--- config.mk ---
export PLATFORM = sky130hd
export DESIGN_NAME = alu32_bit_flat
export DESIGN_NICKNAME = d
export VERILOG_FILES = /design/src/rtl/alu32_bit_if.sv /design/src/rtl/alu32_bit.sv /design/src/flat_wrapper.sv
export SDC_FILE = /design/constraint.sdc
export NUM_CORES = 1
export LEC_CHECK = 0
export ABC_AREA = 1
export CAP_MARGIN = 10
export CORE_AREA = 2 2 142 144
export CTS_CLUSTER_DIAMETER = 120
export DETAILED_ROUTE_END_ITERATION = 16
export DIE_AREA = 0 0 144 146
export HOLD_SLACK_MARGIN = 0.06
export PLACE_DENSITY = 0.95
export SLEW_MARGIN = 10
export SYNTH_ARGS = -nofsm -noshare
export SYNTH_HDL_FRONTEND = slang
export SYNTH_SLANG_ARGS = --single-unit
--- constraint.sdc ---
create_clock -name Clk -period 3.45 [get_ports Clk]
set_input_delay 0.69 -clock Clk [delete_from_list [all_inputs] [get_ports Clk]]
set_output_delay 0.69 -clock Clk [all_outputs]
set_load 0.02 [all_outputs]
--- src/rtl/alu32_bit_if.sv ---
// alu32_bit_if: operand/opcode/result bundle for the execute-stage ALU.
// The master side drives the opcode and operands and observes the
// registered result; the slave side is the ALU itself.
interface alu32_bit_if;
    logic [5:0]  ALUControl;
    logic [31:0] A;
    logic [31:0] B;
    logic [31:0] ALUResult;
    logic        Zero;

    modport master (
        output ALUControl,
        output A,
        output B,
        input  ALUResult,
        input  Zero
    );

    modport slave (
        input  ALUControl,
        input  A,
        input  B,
        output ALUResult,
        output Zero
    );
endinterface

--- src/rtl/alu32_bit.sv ---
// alu32_bit: registered 32-bit integer ALU for the MIPS-style execute stage.
// One operation per clock, selected by a 6-bit code; the result and a zero
// flag are registered together with one cycle of latency.
// Optional feature: define ALU_MUL_EN to compile in the 32x32 multiplier
// (opcode 011000 -> low 32 bits of the signed product). Without it that
// opcode falls into the undefined-encoding path and yields 0.
// Reset is synchronous and active-low; it clears the result and sets Zero.
module alu32_bit (
    input  logic          Clk,
    input  logic          Rst_n,
    alu32_bit_if.slave    bus
);

    localparam logic [5:0] OP_ADD  = 6'b000000;
    localparam logic [5:0] OP_SUB  = 6'b100010;
    localparam logic [5:0] OP_MUL  = 6'b011000;
    localparam logic [5:0] OP_AND  = 6'b100100;
    localparam logic [5:0] OP_OR   = 6'b100101;
    localparam logic [5:0] OP_XOR  = 6'b100110;
    localparam logic [5:0] OP_NOR  = 6'b100111;
    localparam logic [5:0] OP_SLL  = 6'b000100;
    localparam logic [5:0] OP_SRL  = 6'b000010;
    localparam logic [5:0] OP_SRA  = 6'b000011;
    localparam logic [5:0] OP_SLT  = 6'b101010;
    localparam logic [5:0] OP_SLTU = 6'b101011;

    logic [31:0] alu_result_d;
    logic [31:0] alu_result_q;
    logic        zero_d;
    logic        zero_q;

    logic [4:0]  shamt;
    logic        slt_bit;
    logic        sltu_bit;

`ifdef ALU_MUL_EN
    logic [31:0] mul_lo;

    // Low half of a signed product matches the low half of the unsigned one,
    // so a 32-bit context product is sufficient.
    always_comb begin
        mul_lo = 32'($signed(bus.A) * $signed(bus.B));
    end
`endif

    // Operand-derived helpers: only the low five bits of B steer the shifter.
    always_comb begin
        shamt    = bus.B[4:0];
        slt_bit  = ($signed(bus.A) < $signed(bus.B));
        sltu_bit = (bus.A < bus.B);
    end

    // Opcode decode and result selection; undefined codes fall through to 0.
    always_comb begin
        alu_result_d = 32'h0000_0000;
        unique case (bus.ALUControl)
            OP_ADD:  alu_result_d = bus.A + bus.B;
            OP_SUB:  alu_result_d = bus.A - bus.B;
`ifdef ALU_MUL_EN
            OP_MUL:  alu_result_d = mul_lo;
`endif
            OP_AND:  alu_result_d = bus.A & bus.B;
            OP_OR:   alu_result_d = bus.A | bus.B;
            OP_XOR:  alu_result_d = bus.A ^ bus.B;
            OP_NOR:  alu_result_d = ~(bus.A | bus.B);
            OP_SLL:  alu_result_d = bus.A << shamt;
            OP_SRL:  alu_result_d = bus.A >> shamt;
            OP_SRA:  alu_result_d = 32'($signed(bus.A) >>> shamt);
            OP_SLT:  alu_result_d = {31'b0, slt_bit};
            OP_SLTU: alu_result_d = {31'b0, sltu_bit};
            default: alu_result_d = 32'h0000_0000;
        endcase
    end

    // Zero flag derived from the exact value about to be registered.
    always_comb begin
        zero_d = (alu_result_d == 32'h0000_0000);
    end

    // Output register; reset wins over any operation in flight.
    always_ff @(posedge Clk) begin
        if (!Rst_n) begin
            alu_result_q <= 32'h0000_0000;
            zero_q       <= 1'b1;
        end else begin
            alu_result_q <= alu_result_d;
            zero_q       <= zero_d;
        end
    end

    assign bus.ALUResult = alu_result_q;
    assign bus.Zero      = zero_q;

endmodule

--- src/flat_wrapper.sv ---
// flat-port wrapper written by rule: the top's interface ports become plain ports
module alu32_bit_flat 
  (Clk, Rst_n, bus_ALUControl, bus_A, bus_B, bus_ALUResult, bus_Zero);
  alu32_bit_if bus_i ();
  input  logic Clk;
  input  logic Rst_n;
  input wire logic [$bits(bus_i.ALUControl)-1:0] bus_ALUControl;
  input wire logic [$bits(bus_i.A)-1:0] bus_A;
  input wire logic [$bits(bus_i.B)-1:0] bus_B;
  output wire logic [$bits(bus_i.ALUResult)-1:0] bus_ALUResult;
  output wire logic [$bits(bus_i.Zero)-1:0] bus_Zero;
  assign bus_i.ALUControl = bus_ALUControl;
  assign bus_i.A = bus_A;
  assign bus_i.B = bus_B;
  assign bus_ALUResult = bus_i.ALUResult;
  assign bus_Zero = bus_i.Zero;
  alu32_bit u_core (.Clk(Clk), .Rst_n(Rst_n), .bus(bus_i));
endmodule
==> qor.yml, run 1 <==
clocking:
  cts_made_buffers: 5
  cts_buffer_depth: 2
  cts.sinks: 33
  cts-root-buf: "clkbuf_16"
  htreeDepth: 2
synth:
  synth.distinct_cells: 37
  synth_largest_area_cell: "nand2_1"
  synth.avg_cell_area_um2: 4.89
  mappedNetlistArea_um2: 11800
  ys_seq_area_frac: 0.0561
  netlist.area_leader.share: 0.271
  synthesis.nets: 2583
  netlist_instances: 2409
  ys_warn_count: 0
  async_flop_share: 0
  ys_ff_latch: 33
  synth.area.top_cells: "nand2_1 (27%), nand3_1 (21%), inv_1 (11%)"
  synth-main-ff-cell: "dfxtp_1"
  synth-edff-count: 0
grt:
  grt_overflow_total: 25
  grt_usage: 0.655
  grt_pass1_wl_mm: 106
  grt_max_degree: 71
  first_global_vias: 19856
floorplan:
  ios: 105
  die_y_um: 146
  rows: 51
  die_w_um: 144
  initial_utilization: 0.609
placed_design:
  dp.cells: 2905
  portBuffers: 104
  hpwl_mm: 46.5
  finalWeightedCongestion: 1.21
status:
  status: "did not finish"
  failing_step: "5_1_grt"
  error: "[ERROR GRT-0116] Global routing finished with congestion. Check the congestion regions in the DRC Viewer."
==> Yosys cell counts, types with 3 or more instances <==
cell type,instances
nand2_1,850
nand3_1,499
inv_1,357
nor2_1,225
ha_1,100
a21oi_1,65
buf_2,58
dfxtp_1,33
o21ai_0,33
nand4_1,31
clkbuf_1,22
nor3_1,21
buf_6,10
nor2_2,10
o22ai_1,10
inv_2,9
o21ai_1,8
nand3b_1,7
o21bai_1,7
buf_1,6
and2_1,5
nand2_2,5
nor2_4,5
o211ai_1,5
buf_4,4
a31oi_1,3
and3_1,3
nand3_2,3
==> timing repair <==
| item | 4_1_cts |
|---|---|
| buffers inserted | 0 |
| setup endpoints to repair | 1 |
| cloned | 0 |
| gates resized for setup | 9 |
| hold buffers | 0 |
==> logic make-up after synthesis <==
| family | count (synthesis) | synth area share |
|---|---|---|
| adders and majority gates | 102 | 0.110 |
| and+or+nand+nor | 1671 | 0.608 |
| buffers and inverters | 468 | 0.163 |
| AOI/OAI and AO/OA | 135 | 0.0625 |
| DFF | 33 | 0.0561 |
==> metal layers <==
layer | GRT overflow | global-route usage
met3 | 0 | 0.537
met4 | 11 | 0.594
met2 | 14 | 0.795
met5 | 0 | 0.299
met1 | 0 | 0.664
==> stage by stage <==
stage | worst slack [ns] | instance area [um2]
4_1_cts | 0.00400 | 14500
3_5_place_dp | -0.372 | 14400
3_3_place_gp | -0.153 | 14400
2_1_floorplan | 0.346 | 11800
==> run 2: changes to the inputs <==
--- a/config.mk
+++ b/config.mk
@@ -7,12 +7,10 @@
 export LEC_CHECK = 0
 export ABC_AREA = 1
 export CAP_MARGIN = 10
-export CORE_AREA = 2 2 142 144
-export CTS_CLUSTER_DIAMETER = 120
+export CORE_AREA = 2 2 175 177
 export DETAILED_ROUTE_END_ITERATION = 16
-export DIE_AREA = 0 0 144 146
-export HOLD_SLACK_MARGIN = 0.06
-export PLACE_DENSITY = 0.95
+export DIE_AREA = 0 0 177 179
+export PLACE_DENSITY_LB_ADDON = 0.15
 export SLEW_MARGIN = 10
 export SYNTH_ARGS = -nofsm -noshare
 export SYNTH_HDL_FRONTEND = slang
==> run 2 against run 1 <==
Compared with the run above: the run now ends clean; area after synthesis is the same; synthesized cell count unchanged.
==> qor.yml, run 2 <==
synth:
  yosysMostFrequentCell: "nand2_1"
  synth_top_cells_by_count: "nand2_1 (850), nand3_1 (499), inv_1 (357)"
  synth_largest_area_cell: "nand2_1"
  yosys.area_share.simple: 0.608
  synth.distinct_cells: 37
  synth_xor_area_frac: 0
  ys_ff_latch: 33
  synth.avg_cell_area_um2: 4.89
  mappedNetlistArea_um2: 11800
  synth.area.mux_share: 0
  synth-main-ff-cell: "dfxtp_1"
  synth-edff-count: 0
  ys_warn_count: 0
  yosys.area_share.adder: 0.110
  netlist.area_leader.share: 0.271
  async_flop_share: 0
  synth_compound_area_frac: 0.0625
  synth.area.top_cells: "nand2_1 (27%), nand3_1 (21%), inv_1 (11%)"
  netlist_instances: 2409
  synth_top_family_by_area: "simple AND/OR/NAND/NOR gates"
  synthesis.nets: 2583
  ys_seq_area_frac: 0.0561
routing:
  antenna_left: 0
  viasPerCell: 5.46
  drt_first_pass_iters: 6
  via_count: 18242
  wirelength_mm: 67.7
  initialDrtViolationCount: 1895
  wire_per_inst_um: 20.3
  drc: 0
sta:
  max_freq_mhz: 295
  relSlewSlack: 0.416
  worst_slack_ns: 0.0656
  fin_crit_ns: 3.38
  setup_tns_ns: 0
  timing.final.hold_violations: 0
  whs_ns: 1.12
  setup_viol: 0
  timing.final.crit_share: 0.981
  worst_slew_pin_slew_ns: 0.875
  finalMaxSlewViolations: 0
clocking:
  cts.sinks: 33
  ctsHoldBuffers: 0
  cts_tree: "done"
  htreeDepth: 2
  cts-root-buf: "clkbuf_16"
  clk_pin_slew_ns: 0.06
  cts_made_buffers: 5
  cts_buffer_depth: 2
floorplan:
  rows: 64
  die_y_um: 179
  ios: 105
  dieArea_um2: 31700
  initial_utilization: 0.392
  coreArea_um2: 30000
  die_w_um: 177
critical_path:
  crit_path_start_kind: "primary input"
  critPathKind: "in2reg"
  end_kind: "flip-flop"
  critical_path.max_fanout: 5
  worstPathRequired_ns: 3.69
  arrival_ns: 3.62
placed_design:
  place_ws_ns: -0.684
  portBuffers: 104
  hpwl_mm: 57.2
  finalWeightedCongestion: 1.06
min_path:
  hold_end: "u_core.bus.Zero"
  holdPathStages: 3
  hp-start: "Rst_n"
  hold_class: "in2reg"
run:
  drv_cap: 0
grt:
  grt_overflow_total: 0
  grt_pass1_wl_mm: 98.7
  antenna_found_initial: 0
  grt_max_degree: 71
  first_global_vias: 16888
  grt_usage: 0.417
finish:
  largest_reg_flops: 32
  nFillCells: 3214
  n_antenna_cell: 0
  final_core_util: 0.583
  area_growth_syn_to_layout_pct: 48.5
  layout_common_cells: "nand2_1 (831), buf_4 (516), nand3_1 (486)"
  final_common_cell: "nand2_1"
  drive_gt1_frac: 0.231
  nNetsFinal: 3117
power:
  p_total_mw: 3.38
  vdd_ir_drop_max_mv: 0.237
  leakage_nw: 10.0
  power.density_nw_per_um2: 193
status:
  status: "completed"
==> run 2: critical path, cell delays in order <==
cell	delay (ns)
clkdlybuf4s50_1	0.57
inv_1	0.08
ha_2	0.41
buf_4	0.18
nor2_2	0.05
buf_4	0.13
nand2_1	0.05
inv_1	0.07
nand2_1	0.12
inv_1	0.05
a21oi_1	0.29
nand2_1	0.14
nand2_1	0.09
nand3_1	0.09
buf_4	0.17
a21oi_1	0.26
buf_4	0.17
==> run 2: timing repair <==
item,in CTS,in global routing
resized for setup,20,123
pin swaps,0,21
setup buffers,0,4
endpoints found under the setup margin,6,9
==> run 2: layout make-up <==
type | count | area [um2] | share of cell area
Multi-Input combinational cell | 1908 | 9720 | 0.556
Timing Repair Buffer | 627 | 5060 | 0.289
Inverter | 368 | 1390 | 0.0793
Sequential cell | 33 | 661 | 0.0378
Tap cell | 396 | 495 | 0.0283
Clock buffer | 5 | 125 | 0.00715
Clock inverter | 3 | 46.3 | 0.00265
==> run 2: worst max path at each step <==
stage | startpoint | cells past startpoint | end | slack (ns)
after detailed placement | bus_A[4] | 18 | u_core.bus.Zero | -0.68
after global routing | bus_A[9] | 20 | u_core.bus.Zero | -0.04
final | bus_A[24] | 17 | u_core.bus.ALUResult[0] | 0.07
after global placement | bus_A[4] | 18 | u_core.bus.Zero | -0.73
after CTS | bus_A[7] | 20 | u_core.bus.Zero | 0.006
after floorplan | bus_B[4] | 21 | u_core.bus.Zero | 0.35
==> run 2: report_power, final <==
group / internal (mW) / switching (mW)
clock: 0.342 / 0.185
combinational: 1.01 / 1.44
sequential: 0.396 / 0.00549
total: 1.75 / 1.63
==> run 2: logic make-up after synthesis <==
| group | after synthesis |
|---|---|
| flops | 33 |
| buf+inv | 468 |
| compound gates | 135 |
| fa+ha+maj | 102 |
| simple gates | 1671 |
==> run 2: per-stage QoR <==
stage | area (um2) | instances
2_1_floorplan | 11800 | 2409
3_3_place_gp | 16700 | 3328
3_5_place_dp | 16700 | 3328
4_1_cts | 17000 | 3336
5_1_grt | 17500 | 3340
6_report | 17500 | 3340
==> run 2: routing by layer <==
layer  share of wire  vias to the layer above  routed length [um]  track usage
met5               0                        -                   0            0
met4           0.051                        0                3420        0.178
met3           0.089                      189                6030       0.0691
met2            0.45                      979               30700        0.689
met1            0.41                     8392               27600        0.534
li1                -                     8682                   -            -
Power figures use the tool's default switching activity.
==> RTL change 1, RTL diff (settings of run 2) <==
Reset style: asynchronous (`Rst_n`), changed in one clocked block.
--- a/src/rtl/alu32_bit.sv
+++ b/src/rtl/alu32_bit.sv
@@ -79,5 +79,5 @@
 
     // Output register; reset wins over any operation in flight.
-    always_ff @(posedge Clk) begin
+    always_ff @(posedge Clk or negedge Rst_n) begin
         if (!Rst_n) begin
             alu_result_q <= 32'h0000_0000;
Check against the original RTL: differs if Rst_n is asserted again (counterexample within 4 cycles, from zero or initial values and one cycle with Rst_n low); with Rst_n held inactive, the same outputs for 10 cycles.
==> RTL change 1 against run 2 <==
  * Design area is 5.6% lower
  * Critical endpoint is now u_core.bus.Zero
  * Highest routed layer is now met5
  * Maximum frequency fell by 0.17%
  * Utilization decreased by 3.3 points
  * Largest power group unchanged
  * Sequential cell count unchanged
  * First-iteration DRC count grew 1.2%
  * Die area is the same
  * Largest cell class unchanged
  * Count of clock-buffer cells in the layout did not move
  * Setup slack got worse by 0.0057 ns
  * Area after synthesis decreased by 3.3%
  * Synthesized cell count down 5.1%
  * Routed wire length decreased by 3.7%
  * Power fell by 3.7%
==> RTL change 1: results (changes against run 2) <==
.. list-table::
   :header-rows: 1

   * - Metric
     - Value
   * - Async set-or-reset flop fraction in the synthesized netlist
     - 1.00 (was 0)
   * - Rel. slew slack
     - 0.462 (was 0.416)
   * - Proportion of synthesized chip area in sequential cells
     - 0.0726 (was 0.0561)
   * - NonClk Buf Share
     - 0.277 (was 0.289)
   * - DP HPWL
     - 55700 microns (was 57200 microns)
   * - Total Wirelength
     - 65300 microns (was 67700 microns)
   * - Flip-flop and latch area
     - 827 sq um (was 661 sq um)
   * - Most instantiated cells after synthesis
     - 792 x nand2_1, 470 x nand3_1, 306 x inv_1 (was 850 x nand2_1, 499 x nand3_1, 357 x inv_1)
   * - Area fraction in compound gates after synthesis
     - 0.0771 (was 0.0625)
   * - Mux cell area share after synthesis
     - 0.000879 (was 0)
   * - Sw Pwr
     - 1.56 mW (was 1.63 mW)
   * - Number of antenna cells inserted
     - 1 (was 0)
   * - Critical Path Source
     - bus_A[6] (was bus_A[24])
   * - ClkCell Share
     - 0.0104 (was 0.00980)
   * - Layout Nets
     - 2930 (was 3117)
   * - Type of the worst min-delay path
     - input pin to async pin (was input pin to flop)
   * - Share of the final layout cell area in multi-input gates
     - 0.560 (was 0.556)
   * - Yosys cell types
     - 39 (was 37)
   * - Status
     - finished clean (unchanged)
   * - End point of the critical path
     - u_core.bus.Zero (was u_core.bus.ALUResult[0])
   * - Pin count of the biggest net entering global routing
     - 76 (was 71)
   * - Vias per Instance
     - 5.40 (was 5.46)
   * - Number of buffers outside the clock class in the layout
     - 559 (was 627)
   * - Max incr delay on CP
     - 0.49 ns (was 0.57 ns)
   * - Via count of the first global-routing pass
     - 15700 (was 16900)
   * - Global routing usage summed across all routing layers
     - 0.402 (was 0.417)
   * - Final weighted congestion in routability-driven placement
     - 1.06 (about the same)
   * - Adder and majority gate portion of the synthesized area
     - 0.113 (was 0.110)
   * - Inverter count of the layout excluding clock inverters
     - 321 (was 368)
   * - First-pass iteration count of the detailed router
     - 8 (was 6)
   * - Antenna violations before repair
     - 1 (was 0)
   * - Synthesized Nets
     - 2461 (was 2583)
   * - Wire length of the first global-routing pass
     - 93800 microns (was 98700 microns)
   * - Multi-input comb cells
     - 1836 (was 1908)
   * - Post-cts sizing count
     - 5 (was 20)
   * - Biggest area contributors in the synthesized netlist
     - nand2_1 26%, nand3_1 21%, ha_1 11% (was nand2_1 27%, nand3_1 21%, inv_1 11%)
   * - Share of final-layout standard cells stronger than drive strength 1
     - 0.203 (was 0.231)
   * - Number of fillers in the final layout
     - 3304 (was 3214)
## RTL change 1: worst min-delay path by stage
| stage | from | to | slack [ns] | depth (start not counted) |
|---|---|---|---|---|
| 2_1_floorplan | Rst_n | u_core.bus.ALUResult[0] | 0.39 | 0 |
| 3_3_place_gp | Rst_n | u_core.bus.ALUResult[29] | 1.12 | 2 |
| 3_5_place_dp | Rst_n | u_core.bus.ALUResult[29] | 1.13 | 2 |
| 4_1_cts | Rst_n | u_core.bus.ALUResult[25] | 0.83 | 2 |
| 5_1_grt | Rst_n | u_core.bus.ALUResult[25] | 0.89 | 2 |
| 6_report | Rst_n | u_core.bus.ALUResult[25] | 0.81 | 2 |
## RTL change 1: worst max-delay path, delay by kind of cell
kind	cells	cell delay [ns]
fa+ha+maj	1	0.33
buf+inv	3	0.77
simple gates	14	1.81
## RTL change 1: per-stage QoR
step,util,setup slack (ns),cell area [sq um],std cells
after global placement,0.532,-0.501,16000,3142
after global routing,0.550,-0.0733,16500,3153
after detailed placement,0.532,-0.516,16000,3142
after CTS,0.538,0.00284,16200,3150
after floorplan,-,0.370,11400,2287
final,0.550,0.0599,16500,3154
## RTL change 1: power groups by stage
stage | combinational, mW | clock [mW] | sequential, mW
after floorplan | 1.05 | 0 | 0.457
final | 2.31 | 0.527 | 0.419
after detailed placement | 2.18 | 0 | 0.426
after global routing | 2.49 | 0.552 | 0.421
after CTS | 2.19 | 0.535 | 0.419
after global placement | 2.16 | 0 | 0.426
## RTL change 1: layer usage
metal  global-route usage  wire length, microns  vias up
met1                0.527                 27300     7858
li1                     -                     -     8234
met5                    0                    15        -
met4                0.150                  2840        2
met3               0.0655                  5780      131
met2                0.663                 29300      814
==> RTL change 2, RTL diff (config.mk and constraints of run 2) <==
Without the edit above. Remove the case item `OP_SUB` of the case on `bus.ALUControl`.
--- a/src/rtl/alu32_bit.sv
+++ b/src/rtl/alu32_bit.sv
@@ -56,5 +56,4 @@
         unique case (bus.ALUControl)
             OP_ADD:  alu_result_d = bus.A + bus.B;
-            OP_SUB:  alu_result_d = bus.A - bus.B;
 `ifdef ALU_MUL_EN
             OP_MUL:  alu_result_d = mul_lo;
Function: changed (a bounded check fails within 4 cycles, from zero or initial values and one cycle with Rst_n low).
==> RTL change 2 against run 2 <==
  * Setup slack gained 0.070 ns
  * Worst hold slack gained 0.13 ns
  * Global-route usage shrank 7.1 points
  * Power shrank 24%
  * Clock power shrank 16%
  * Routed wire length shrank 18%
  * Sequential cell count is the same
  * Critical path depth grew 2
  * Design area shrank 22%
  * Non-clock buffer count shrank 183
  * Count of clock-buffer cells in the layout is the same
  * Area after synthesis shrank 19%
==> RTL change 2: results (changes against run 2) <==
.. list-table::
   :header-rows: 1

   * - Metric
     - Value
   * - Status
     - finished clean (unchanged)
   * - Synthesized area per cell
     - 5.12 sq um (was 4.89 sq um)
   * - Routed via count
     - 13800 (was 18200)
   * - Sum of met3 wire segment lengths after detailed routing
     - 4190 microns (was 6030 microns)
   * - Yosys cell types
     - 44 (was 37)
   * - Final weighted congestion in routability-driven placement
     - 1.02 (was 1.06)
   * - GRT met1 Usage
     - 0.492 (was 0.534)
   * - Wire length of the first global-routing pass
     - 80200 microns (was 98700 microns)
   * - Biggest area contributors in the synthesized netlist
     - nand2_1 24%, nand3_1 20%, ha_1 13% (was nand2_1 27%, nand3_1 21%, inv_1 11%)
   * - Pin count of the biggest net entering global routing
     - 69 (was 71)
   * - DP HPWL
     - 47500 microns (was 57200 microns)
   * - Transition time of the tightest slew-check pin
     - 0.761 ns (was 0.875 ns)
   * - Synthesized Nets
     - 2043 (was 2583)
   * - Routed length on met1
     - 25400 microns (was 27600 microns)
   * - Post-cts sizing count
     - 2 (was 20)
   * - Via count of the first global-routing pass
     - 12700 (was 16900)
   * - Global routing usage summed across all routing layers
     - 0.346 (was 0.417)
   * - Layout Nets
     - 2422 (was 3117)
   * - Leakage power
     - 7.70 nW (was 10.0 nW)
   * - End point of the critical path
     - u_core.bus.Zero (was u_core.bus.ALUResult[0])
   * - Total power density per cell area
     - 188 mW/mm^2 (was 193 mW/mm^2)
   * - Vias per Instance
     - 5.21 (was 5.46)
   * - Setup WS pre-CTS
     - -0.367 ns (was -0.684 ns)
   * - Family of cells with the greatest summed delay on the critical path
     - simple AND/OR/NAND/NOR gates (was buffers and inverters)
   * - Max incr delay on CP
     - 0.61 ns (was 0.57 ns)
   * - Number of cells on the worst hold path
     - 2 (was 3)
   * - Async set-or-reset flop fraction in the synthesized netlist
     - 0 (unchanged)
   * - Uppermost routed layer
     - met5 (was met4)
   * - Total Wirelength
     - 55400 microns (was 67700 microns)
   * - Proportion of synthesized chip area in sequential cells
     - 0.0689 (was 0.0561)
   * - Antenna violations before repair
     - 1 (was 0)
   * - Violation count after the first detailed-route iteration
     - 1609 (was 1895)
   * - Share of final-layout standard cells stronger than drive strength 1
     - 0.201 (was 0.231)
   * - Cell area after placement
     - 0.0134 sq mm (was 0.0167 sq mm)
   * - Most instantiated cells after synthesis
     - 613 x nand2_1, 381 x nand3_1, 224 x inv_1 (was 850 x nand2_1, 499 x nand3_1, 357 x inv_1)
   * - Detail Route met2 WL
     - 23600 microns (was 30700 microns)
   * - Met2 usage
     - 0.540 (was 0.689)
   * - Worst EP arrival
     - 3.52 ns (was 3.62 ns)
   * - Critical Path Source
     - bus_A[27] (was bus_A[24])
   * - Tmin final
     - 3.31 ns (was 3.38 ns)
-- RTL change 2: cell count changes after synthesis, moves of 5 or more --
cell,delta
nand2_1,-237
o21ai_1,+5
clkbuf_1,-8
o21ai_0,+11
buf_4,+7
nand3_1,-118
buf_2,-28
a21oi_1,-11
nor2_1,-27
nor3_1,-10
nand4_1,-19
nand2_2,+24
inv_1,-133
-- RTL change 2: cell type report --
cell class	count	area share
sequential	33	0.0481
clock inverter	3	0.00164
clock buffer	5	0.00911
tap	396	0.0361
multi-input combinational	1531	0.565
inverter	237	0.0652
timing repair buffer	444	0.275
-- RTL change 2: report_power, final --
part / internal, mW / switching, mW / total (mW)
clock: 0.267 / 0.175 / 0.441
combinational: 0.690 / 1.05 / 1.74
sequential: 0.393 / 0.00342 / 0.397
-- RTL change 2: logic make-up after synthesis --
logic type,count (synthesis),share of synthesized area
compound gates,142,0.0811
xor+xnor,3,0.00274
fa+ha+maj,98,0.129
buf+inv,309,0.136
flops,33,0.0689
simple gates,1288,0.582
